==> config.mk <==
export PLATFORM = sky130hd
export DESIGN_NAME = usb_rx_decoder
export DESIGN_NICKNAME = d
export VERILOG_FILES = /design/src/rtl/usb_rx_decoder.sv
export SDC_FILE = /design/constraint.sdc
export NUM_CORES = 1
export LEC_CHECK = 0
export ABC_AREA = 1
export CAP_MARGIN = 20
export CORE_AREA = 3 3 70 72
export CTS_CLUSTER_SIZE = 14
export DETAILED_ROUTE_END_ITERATION = 16
export DIE_AREA = 0 0 73 75
export DONT_BUFFER_PORTS = 1
export GPL_ROUTABILITY_DRIVEN = 0
export PLACE_DENSITY = 0.82
export SYNTH_ARGS = -nofsm -noshare
export SYNTH_HDL_FRONTEND = slang
export SYNTH_SLANG_ARGS = --single-unit
==> constraint.sdc <==
create_clock -name clk -period 4.05 [get_ports clk]
set_clock_uncertainty 0.1 [all_clocks]
set_input_delay 1.215 -clock clk [delete_from_list [all_inputs] [get_ports clk]]
set_output_delay 1.215 -clock clk [all_outputs]
set_load 0.005 [all_outputs]
==> src/rtl/usb_rx_decoder.sv <==
// rtl/usb_rx_decoder.sv - full-speed USB receive decoder (sync, NRZI, unstuff, PID, EOP)
//
// Ports:
//   clk, n_rst            system clock, asynchronous active-low reset
//   Dplus_in, Dminus_in   raw differential line
//   buffer_occupancy      bytes currently held in the shared data buffer
//   rx_packet             PID nibble of the last accepted packet
//   rx_data_ready         1-cycle pulse: packet received without error
//   rx_transfer_active    high while a packet is in flight
//   rx_error              sticky error flag, cleared at the next SYNC start
//   flush                 1-cycle pulse before a DATA payload
//   store_rx_packet_data  1-cycle pulse: rx_packet_data is a payload byte
//   rx_packet_data        assembled payload byte
module usb_rx_decoder #(
    parameter int CLKS_PER_BIT = 8,
    parameter int BUF_DEPTH    = 64
) (
    input  logic       clk,
    input  logic       n_rst,
    input  logic       Dplus_in,
    input  logic       Dminus_in,
    input  logic [6:0] buffer_occupancy,
    output logic [3:0] rx_packet,
    output logic       rx_data_ready,
    output logic       rx_transfer_active,
    output logic       rx_error,
    output logic       flush,
    output logic       store_rx_packet_data,
    output logic [7:0] rx_packet_data
);
    localparam int TW = $clog2(CLKS_PER_BIT + 1);
    localparam logic [TW-1:0] HALF = TW'(CLKS_PER_BIT / 2);
    localparam logic [TW-1:0] LAST = TW'(CLKS_PER_BIT - 1);

    typedef enum logic [2:0] {S_IDLE, S_SYNC, S_PID, S_DATA, S_EOP, S_EOP_J, S_ERR} state_t;

    state_t        state;
    logic          dp_s1, dp_s2, dp_d, dm_s1, dm_s2, dm_d;
    logic [TW-1:0] timer;
    logic          prev_level;
    logic [2:0]    bit_cnt, ones_cnt, err_jcnt;
    logic [7:0]    shift;
    logic          err_se0;

    logic       line_j, line_k, line_se0, line_se1;
    logic       dp_edge, start_edge, sample;
    logic       dec_bit, stuff_drop, stuff_err, byte_err, go_err;
    logic [7:0] next_byte;

    // Synchronizer resets to J so an idle line never looks like a start edge.
    always_ff @(posedge clk or negedge n_rst) begin
        if (!n_rst) begin
            dp_s1 <= 1'b1; dp_s2 <= 1'b1; dp_d <= 1'b1;
            dm_s1 <= 1'b0; dm_s2 <= 1'b0; dm_d <= 1'b0;
        end else begin
            dp_s1 <= Dplus_in;  dp_s2 <= dp_s1; dp_d <= dp_s2;
            dm_s1 <= Dminus_in; dm_s2 <= dm_s1; dm_d <= dm_s2;
        end
    end

    assign line_j     = dp_s2 & ~dm_s2;
    assign line_k     = ~dp_s2 & dm_s2;
    assign line_se0   = ~dp_s2 & ~dm_s2;
    assign line_se1   = dp_s2 & dm_s2;
    assign dp_edge    = dp_s2 ^ dp_d;
    assign start_edge = dp_d & ~dm_d & line_k;

    // The edge cycle counts as 0, so the sample lands mid-bit on every D+ transition.
    always_ff @(posedge clk or negedge n_rst) begin
        if (!n_rst)            timer <= '0;
        else if (dp_edge)      timer <= TW'(1);
        else if (timer == LAST) timer <= '0;
        else                   timer <= timer + TW'(1);
    end
    assign sample = (timer == HALF) && !dp_edge;

    assign dec_bit    = (dp_s2 == prev_level);
    assign stuff_drop = (ones_cnt == 3'd6) && !dec_bit;
    assign stuff_err  = (ones_cnt == 3'd6) && dec_bit;
    assign next_byte  = {dec_bit, shift[7:1]};

    always_comb begin
        byte_err = 1'b0;
        case (state)
            S_SYNC:  byte_err = (next_byte != 8'h80);
            S_PID:   byte_err = (next_byte[7:4] != ~next_byte[3:0]);
            S_DATA:  byte_err = (buffer_occupancy == 7'(BUF_DEPTH));
            default: byte_err = 1'b0;
        endcase
    end

    always_comb begin
        go_err = 1'b0;
        if (sample) begin
            case (state)
                S_SYNC, S_PID, S_DATA: begin
                    if (line_se1)                              go_err = 1'b1;
                    else if (line_se0)                         go_err = (state != S_DATA) || (bit_cnt != 3'd0);
                    else if (stuff_err)                        go_err = 1'b1;
                    else if (!stuff_drop && bit_cnt == 3'd7)   go_err = byte_err;
                end
                S_EOP:   go_err = !line_se0;
                S_EOP_J: go_err = !line_j;
                default: go_err = 1'b0;
            endcase
        end
    end

    always_ff @(posedge clk or negedge n_rst) begin
        if (!n_rst) begin
            state                <= S_IDLE;
            prev_level           <= 1'b1;
            bit_cnt              <= '0;
            ones_cnt             <= '0;
            shift                <= '0;
            err_se0              <= 1'b0;
            err_jcnt             <= '0;
            rx_packet            <= '0;
            rx_data_ready        <= 1'b0;
            rx_transfer_active   <= 1'b0;
            rx_error             <= 1'b0;
            flush                <= 1'b0;
            store_rx_packet_data <= 1'b0;
            rx_packet_data       <= '0;
        end else begin
            rx_data_ready        <= 1'b0;
            flush                <= 1'b0;
            store_rx_packet_data <= 1'b0;
            if (go_err) begin
                state    <= S_ERR;
                rx_error <= 1'b1;
                // An SE0 that caused the error still counts toward the SE0->J recovery.
                err_se0  <= line_se0;
                err_jcnt <= '0;
            end else begin
                case (state)
                    S_IDLE: begin
                        prev_level <= 1'b1;
                        bit_cnt    <= '0;
                        ones_cnt   <= '0;
                        if (start_edge) begin
                            state              <= S_SYNC;
                            rx_transfer_active <= 1'b1;
                            rx_error           <= 1'b0;
                        end
                    end
                    S_SYNC, S_PID, S_DATA: if (sample) begin
                        if (line_se0) begin
                            state <= S_EOP_J;   // only clean SE0 (DATA, byte boundary) gets here
                        end else begin
                            prev_level <= dp_s2;
                            if (stuff_drop) begin
                                ones_cnt <= '0;
                            end else begin
                                ones_cnt <= dec_bit ? ones_cnt + 3'd1 : 3'd0;
                                shift    <= next_byte;
                                bit_cnt  <= bit_cnt + 3'd1;
                                if (bit_cnt == 3'd7) begin
                                    case (state)
                                        S_SYNC: state <= S_PID;
                                        S_PID: begin
                                            rx_packet <= next_byte[3:0];
                                            if (next_byte[1:0] == 2'b11) begin
                                                flush <= 1'b1;
                                                state <= S_DATA;
                                            end else begin
                                                state <= S_EOP;
                                            end
                                        end
                                        default: begin
                                            store_rx_packet_data <= 1'b1;
                                            rx_packet_data       <= next_byte;
                                        end
                                    endcase
                                end
                            end
                        end
                    end
                    S_EOP: if (sample) state <= S_EOP_J;
                    S_EOP_J: if (sample) begin
                        rx_data_ready      <= 1'b1;
                        rx_transfer_active <= 1'b0;
                        state              <= S_IDLE;
                    end
                    S_ERR: if (sample) begin
                        err_se0 <= line_se0;
                        if (line_j && (err_se0 || err_jcnt == 3'd7)) begin
                            rx_transfer_active <= 1'b0;
                            state              <= S_IDLE;
                        end else if (line_j) begin
                            err_jcnt <= err_jcnt + 3'd1;
                        end else begin
                            err_jcnt <= '0;
                        end
                    end
                    default: state <= S_IDLE;
                endcase
            end
        end
    end
endmodule

==> results of run 1 <==
cells by family after synthesis:
kind of cell / Yosys count
compound gates: 48
xor+xnor: 4
fa+ha+maj: 9
buf+inv: 44
flops: 48
simple gates: 143
flip-flops by register name (all words and copies together), names as in the netlist, 3 cells and up:
register,count
rx_packet,4
rx_packet_data,8
err_jcnt,3
timer,4
bit_cnt,3
state,3
ones_cnt,3
shift,7
stage by stage:
stage	worst slack [ns]	total power, mW
after detailed placement	1.39	1.08
after global placement	1.46	1.06
final	1.69	1.36
after CTS	1.69	1.36
after global routing	1.42	1.47
after floorplan	1.59	0.986
how the worst max path moves through the flow:
stage / slack, ns / depth (start not counted) / end / start
after global routing: 1.42 / 15 / rx_packet_data[2] / dp_s2
after floorplan: 1.59 / 16 / rx_packet_data[7] / buffer_occupancy[3]
after global placement: 1.46 / 15 / rx_packet_data[1] / buffer_occupancy[3]
final: 1.69 / 15 / rx_packet_data[2] / dp_s2
after CTS: 1.69 / 15 / rx_packet_data[2] / dp_s2
after detailed placement: 1.39 / 15 / rx_packet_data[2] / buffer_occupancy[4]
layer usage:
layer | part of all wire | up-vias
met3 | 0.052 | 9
met4 | 0.017 | 0
met2 | 0.47 | 46
met5 | 0 | -
li1 | - | 950
met1 | 0.46 | 894
cell usage after synthesis:
cell,number
a211oi_1,1
a21oi_1,8
a31oi_1,2
a41oi_1,1
buf_2,1
buf_4,1
buf_6,3
clkinv_2,1
dfrtp_1,44
dfstp_2,4
ha_1,9
inv_1,35
inv_2,3
nand2_1,82
nand2_2,4
nand2_4,3
nand2_8,1
nand3_1,12
nand3_2,1
nand3_4,2
nor2_1,21
nor2_2,2
nor2_4,1
nor3_1,9
nor3_2,2
nor3b_1,2
nor4_1,1
o21ai_0,11
o21ai_1,16
o21ai_2,8
o31ai_1,1
xnor2_1,1
xor2_1,3
layout by cell type (no fill, tap or decap), drive strengths merged:
| cell | count |
|---|---|
| nand3 | 15 |
| nor2 | 24 |
| a31oi | 2 |
| dfrtp | 44 |
| xnor2 | 1 |
| ha | 9 |
| inv | 38 |
| a211oi | 1 |
| a21oi | 8 |
| nor3 | 11 |
| clkinv | 1 |
| dfstp | 4 |
| nand2 | 90 |
| o21ai | 35 |
| xor2 | 3 |
| a41oi | 1 |
| nor4 | 1 |
| nor3b | 2 |
| o31ai | 1 |
| clkbuf | 8 |
critical path, cell delays in order (launching register included):
cell and delay (ns):
dfstp_2 0.65, inv_2 0.09, nand2_2 0.09, nand2_4 0.08, nor2_1 0.10, nand2_1 0.09, a21oi_1 0.14, nand2_1 0.06
nand2_1 0.05, nand2_1 0.05, nand2_2 0.08, nand2_4 0.08, nand2_8 0.14, nand3_4 0.22, nand2_1 0.14, o21ai_2 0.06
final cells by class:
| cell class | count | area (um^2) | share of cell area |
|---|---|---|---|
| Clock buffer | 8 | 90.1 | 0.0344 |
| Tap cell | 52 | 65.1 | 0.0248 |
| Inverter | 39 | 148 | 0.0564 |
| Sequential cell | 48 | 1210 | 0.461 |
| Multi-Input combinational cell | 204 | 1110 | 0.424 |
power by group through the flow:
stage	Clock [mW]	Sequential, mW	Combinational (mW)
after floorplan	0	0.606	0.380
after global placement	0	0.628	0.428
after detailed placement	0	0.630	0.446
after CTS	0.292	0.620	0.453
after global routing	0.313	0.631	0.525
final	0.285	0.622	0.452
==> run metrics, run 1 <==
vias per inst=5.41; CTS tree=done; Final Core Density=0.601; crit path max fanout=17; Fillers=361; mux contribution to synthesized area=0; area of placed instances=2530 um^2; P&R area growth vs syn=4.34%; GRT busiest layer=met2; Die Wd=73 um; number of I/O pins=28; met1 Track Usage GR=0.235; share of cells above drive strength 1=0.127; Int Pwr=0.846 mW; initial core utilization=0.576; fmax=424 MHz; Hold Crit Class=flop to flop; status=completed; hold_ws=0.254 ns; CTS Hold Buffers Added=0; required time of the critical path=4.13 ns; CTS Buffer Depth=2; Port-buffer cells=0; Gates resized, CTS repair=0; Setup TNS=0 ns; area of the mapped netlist=2510 um^2; Vias=1,899; met3 usage=0.0481; largest family of logic cells by synthesized area=simple AND/OR/NAND/NOR gates; worst-margin pin slew=0.441 ns; RSZ-0062 raised after global routing=false; CORE AREA=4350 um^2; clock power share=0.210; Reg clk slew, reported paths=0.08 ns; Final setup viols=0; Synthesized Nets=316; CTS sink count=48; hold_sp=dm_s1; Rel. slew slack=0.705; first-pass GRT wire length=7870 um; XOR/XNOR Fraction of Synth Area=0.0140; Comb pwr share=0.333; min Tclk post-route=2.36 ns; cell area after layout=2620 um^2; latest clock arrival within the worst-skew pair=0.30 ns; largest net degree at the start of global routing=49; Seq/Total Area, Yosys=0.481; FF-to-FF path depth=15; Die Area=5480 um^2; average size of a mapped cell=8.48 um^2; Setup crit start kind=flop; synth top area cells=dfrtp_1 (44%), nand2_1 (12%), inv_1 (5.2%), ha_1 (4.5%), dfstp_2 (4.2%); Adder-Cell Fraction of Synth Area=0.0449; Seq cells post-synth=48; dpl cells=343; r2r startpoint=dp_s2; switching share of power=0.377; vias in the first global route=1,785; switching power=0.513 mW; global route overflow=0; Min-Delay Path Depth=0; router iterations before antenna repair=4; # rows=24; setup bufs post-CTS=0; antenna cells=0; cell area power density=519 nW/um^2; Compound-Gate Fraction of Synth Area=0.112; # DRC=0; drt wl/cell=12.7 um; Ys Warns=0; initial antenna violation count=0; Routed WL=4470 um; initial drt markers=171; hold path endpoint=dm_s2; Final nets=318; DPL Wire Length=3280 um; Synth cell types=33; P_leak=1.26 nW; area share of the largest cell type after synthesis=0.439; reg2reg end=rx_packet_data[2]; worst vdd ir=240 uV; Crit Path Class=flop to flop; final antenna-violating net count=0; area leader, netlist=dfrtp_1; Simple-Gate Fraction of Synth Area=0.271; root buffer cell=clkbuf_8; final hold violations=0; Arrival @ worst endpoint=2.44 ns; Mapped Cells=296; Max-Cap Viols=0; CP endpoint kind=flop; Slew Limit Fails=0; met2 Usage GRT=0.302; Total Routing Usage GR=0.184; Die Span Y=75 um; CTS Buf Count=5; final worst path period share=0.582; final std cells w/o fill=351; flop2flop setup slack=1.69 ns; sequential power share=0.457; # H-tree levels=2
No activity file was read; power rests on OpenSTA's default activity.
==> inputs of run 2 (changes only) <==
- CORE_AREA: 3 3 70 72 -> 3 3 71 73
- DIE_AREA: 0 0 73 75 -> 0 0 74 76
- PLACE_DENSITY: 0.82 -> 0.83
- clock period: 4.05 -> 2.1 ns (I/O delays scaled with it)
==> run metrics, run 2 (synthesis results as in run 1) <==
area of placed instances=2690 um^2; final worst path period share=1.03; initial core utilization=0.569; worst setup margin=-0.0650 ns; CTS sink count=48; root buffer cell=clkbuf_8; share of cells above drive strength 1=0.248; met2 Usage GRT=0.311; status=finished, violations left; final std cells w/o fill=382; cell area after layout=2960 um^2; Reg clk slew, reported paths=0.09 ns; Vias=2,093; first-pass GRT wire length=8810 um; global route overflow=0; commonest non-fill, non-tap cell in the layout=nand2_1; Critical path buffers and inverters=1; vias per inst=5.48; Largest Register=rx_packet_data; latest clock arrival within the worst-skew pair=0.31 ns; Total Routing Usage GR=0.200; met3 usage=0.0409; worst vdd ir=493 uV; crit path max fanout=14; antenna cells=0; final hold violations=0; # rows=24; Routed WL=5630 um; number of I/O pins=28; DPL Wire Length=3720 um; # H-tree levels=2; Final Power=2.98 mW; Final nets=349; worst-margin pin slew=0.481 ns; Port-buffer cells=0; Critical Path Slowest Stage Cell=dfstp_2; initial drt markers=219; Crit Path Class=flop to flop; reg2reg end=shift[1]; # DRC=0; Die Area=5620 um^2; Final setup viols=21; Hold Crit Class=input port to asynchronous set/reset pin; CORE AREA=4410 um^2; router iterations before antenna repair=4; initial antenna violation count=0; P_leak=1.45 nW; Rel. slew slack=0.677; CTS tree=done; final antenna-violating net count=0; drt wl/cell=14.7 um; CTS Buffer Depth=2; Die Span Y=76 um; CTS Buf Count=5; dpl cells=363; FF-to-FF path depth=15; Max-Cap Viols=0; Setup crit start kind=flop; vias in the first global route=1,942; largest net degree at the start of global routing=45; Die Wd=74 um; r2r startpoint=dp_s2; cell family with most CP delay=simple AND/OR/NAND/NOR gates; GRT busiest layer=met2; crit-path cells=buf_4, nand2_2, nand3_1, nand2_1, nand3_1, nand2_1, nand2_1, nand2_1, nand2_1, nand2_2, nand2_4, nand2_8, nand2_2, nand2_1, o21ai_1; Crit path top cell by count=nand2_1; most frequent cells in the layout=nand2_1 (76), dfrtp_1 (44), inv_1 (35); cell area power density=1010 nW/um^2; max FFs per register=8; flop2flop setup slack=-0.06 ns; CP endpoint kind=flop; RSZ-0062 raised after global routing=true; P&R area growth vs syn=18.0%; CP max stage delay=0.63 ns; Fillers=319; required time of the critical path=2.24 ns; Arrival @ worst endpoint=2.30 ns; min Tclk post-route=2.16 ns; fmax=462 MHz; Top Registers=rx_packet_data x8, shift x7; met1 Track Usage GR=0.268; Slew Limit Fails=0; failing checks=setup timing
run 2: cell count changes in the layout (fill, tap and decap cells not counted), moves of 4 or more:
cell / change
nand2_2: +5
nand2_1: -6
o21ai_0: -4
buf_4: +25
run 2: area by class of cell:
type,instances,area (um^2),share of cell area
clock inverters,2,13.8,0.00465
repair buffers,29,254,0.0858
clock buffers,6,82.6,0.0279
multi-input cells,206,1190,0.402
well taps,52,65.1,0.0220
inverters,39,150,0.0507
flip-flops and latches,48,1210,0.407
run 2: worst max path at each step:
| stage | startpoint | end | cells after the start |
|---|---|---|---|
| after CTS | dp_s2 | bit_cnt[1] | 16 |
| after global placement | dp_s2 | shift[5] | 9 |
| after floorplan | dp_s2 | rx_packet_data[7] | 17 |
| after detailed placement | dp_s2 | rx_packet_data[5] | 15 |
| after global routing | dp_s2 | state[0] | 16 |
| final | dp_s2 | shift[1] | 15 |
run 2: metal layers:
metal	vias to the layer above	share of wire
met4	0	0.026
met3	19	0.046
met1	981	0.43
met5	-	0
met2	80	0.49
li1	1013	-
run 2: stage by stage:
stage	hold slack (ns)	setup TNS (ns)	util	worst slack, ns
finish	0.0521	-0.545	0.671	-0.0650
global route	0.0368	-5.36	0.671	-0.218
floorplan	0.231	0	-	0.0787
detailed placement	0.236	-0.221	0.610	-0.0367
CTS	0.0480	0	0.646	0.00309
global placement	0.235	0	0.610	0.0263
run 2: what timing repair did:
item                                    4_1_cts  5_1_grt
cloned                                        1        1
pin swaps                                     1        9
endpoints found under the hold margin        44        0
endpoints found under the setup margin       11       35
buffers inserted                              4        4
hold buffers                                  1        0
gates resized for setup                       2       21
run 2: power by group:
group | switching, mW | internal, mW | leakage [nW]
Clock | 0.314 | 0.269 | 0.0516
Sequential | 0.142 | 1.06 | 0.635
Combinational | 0.723 | 0.475 | 0.762
Total | 1.18 | 1.80 | 1.45
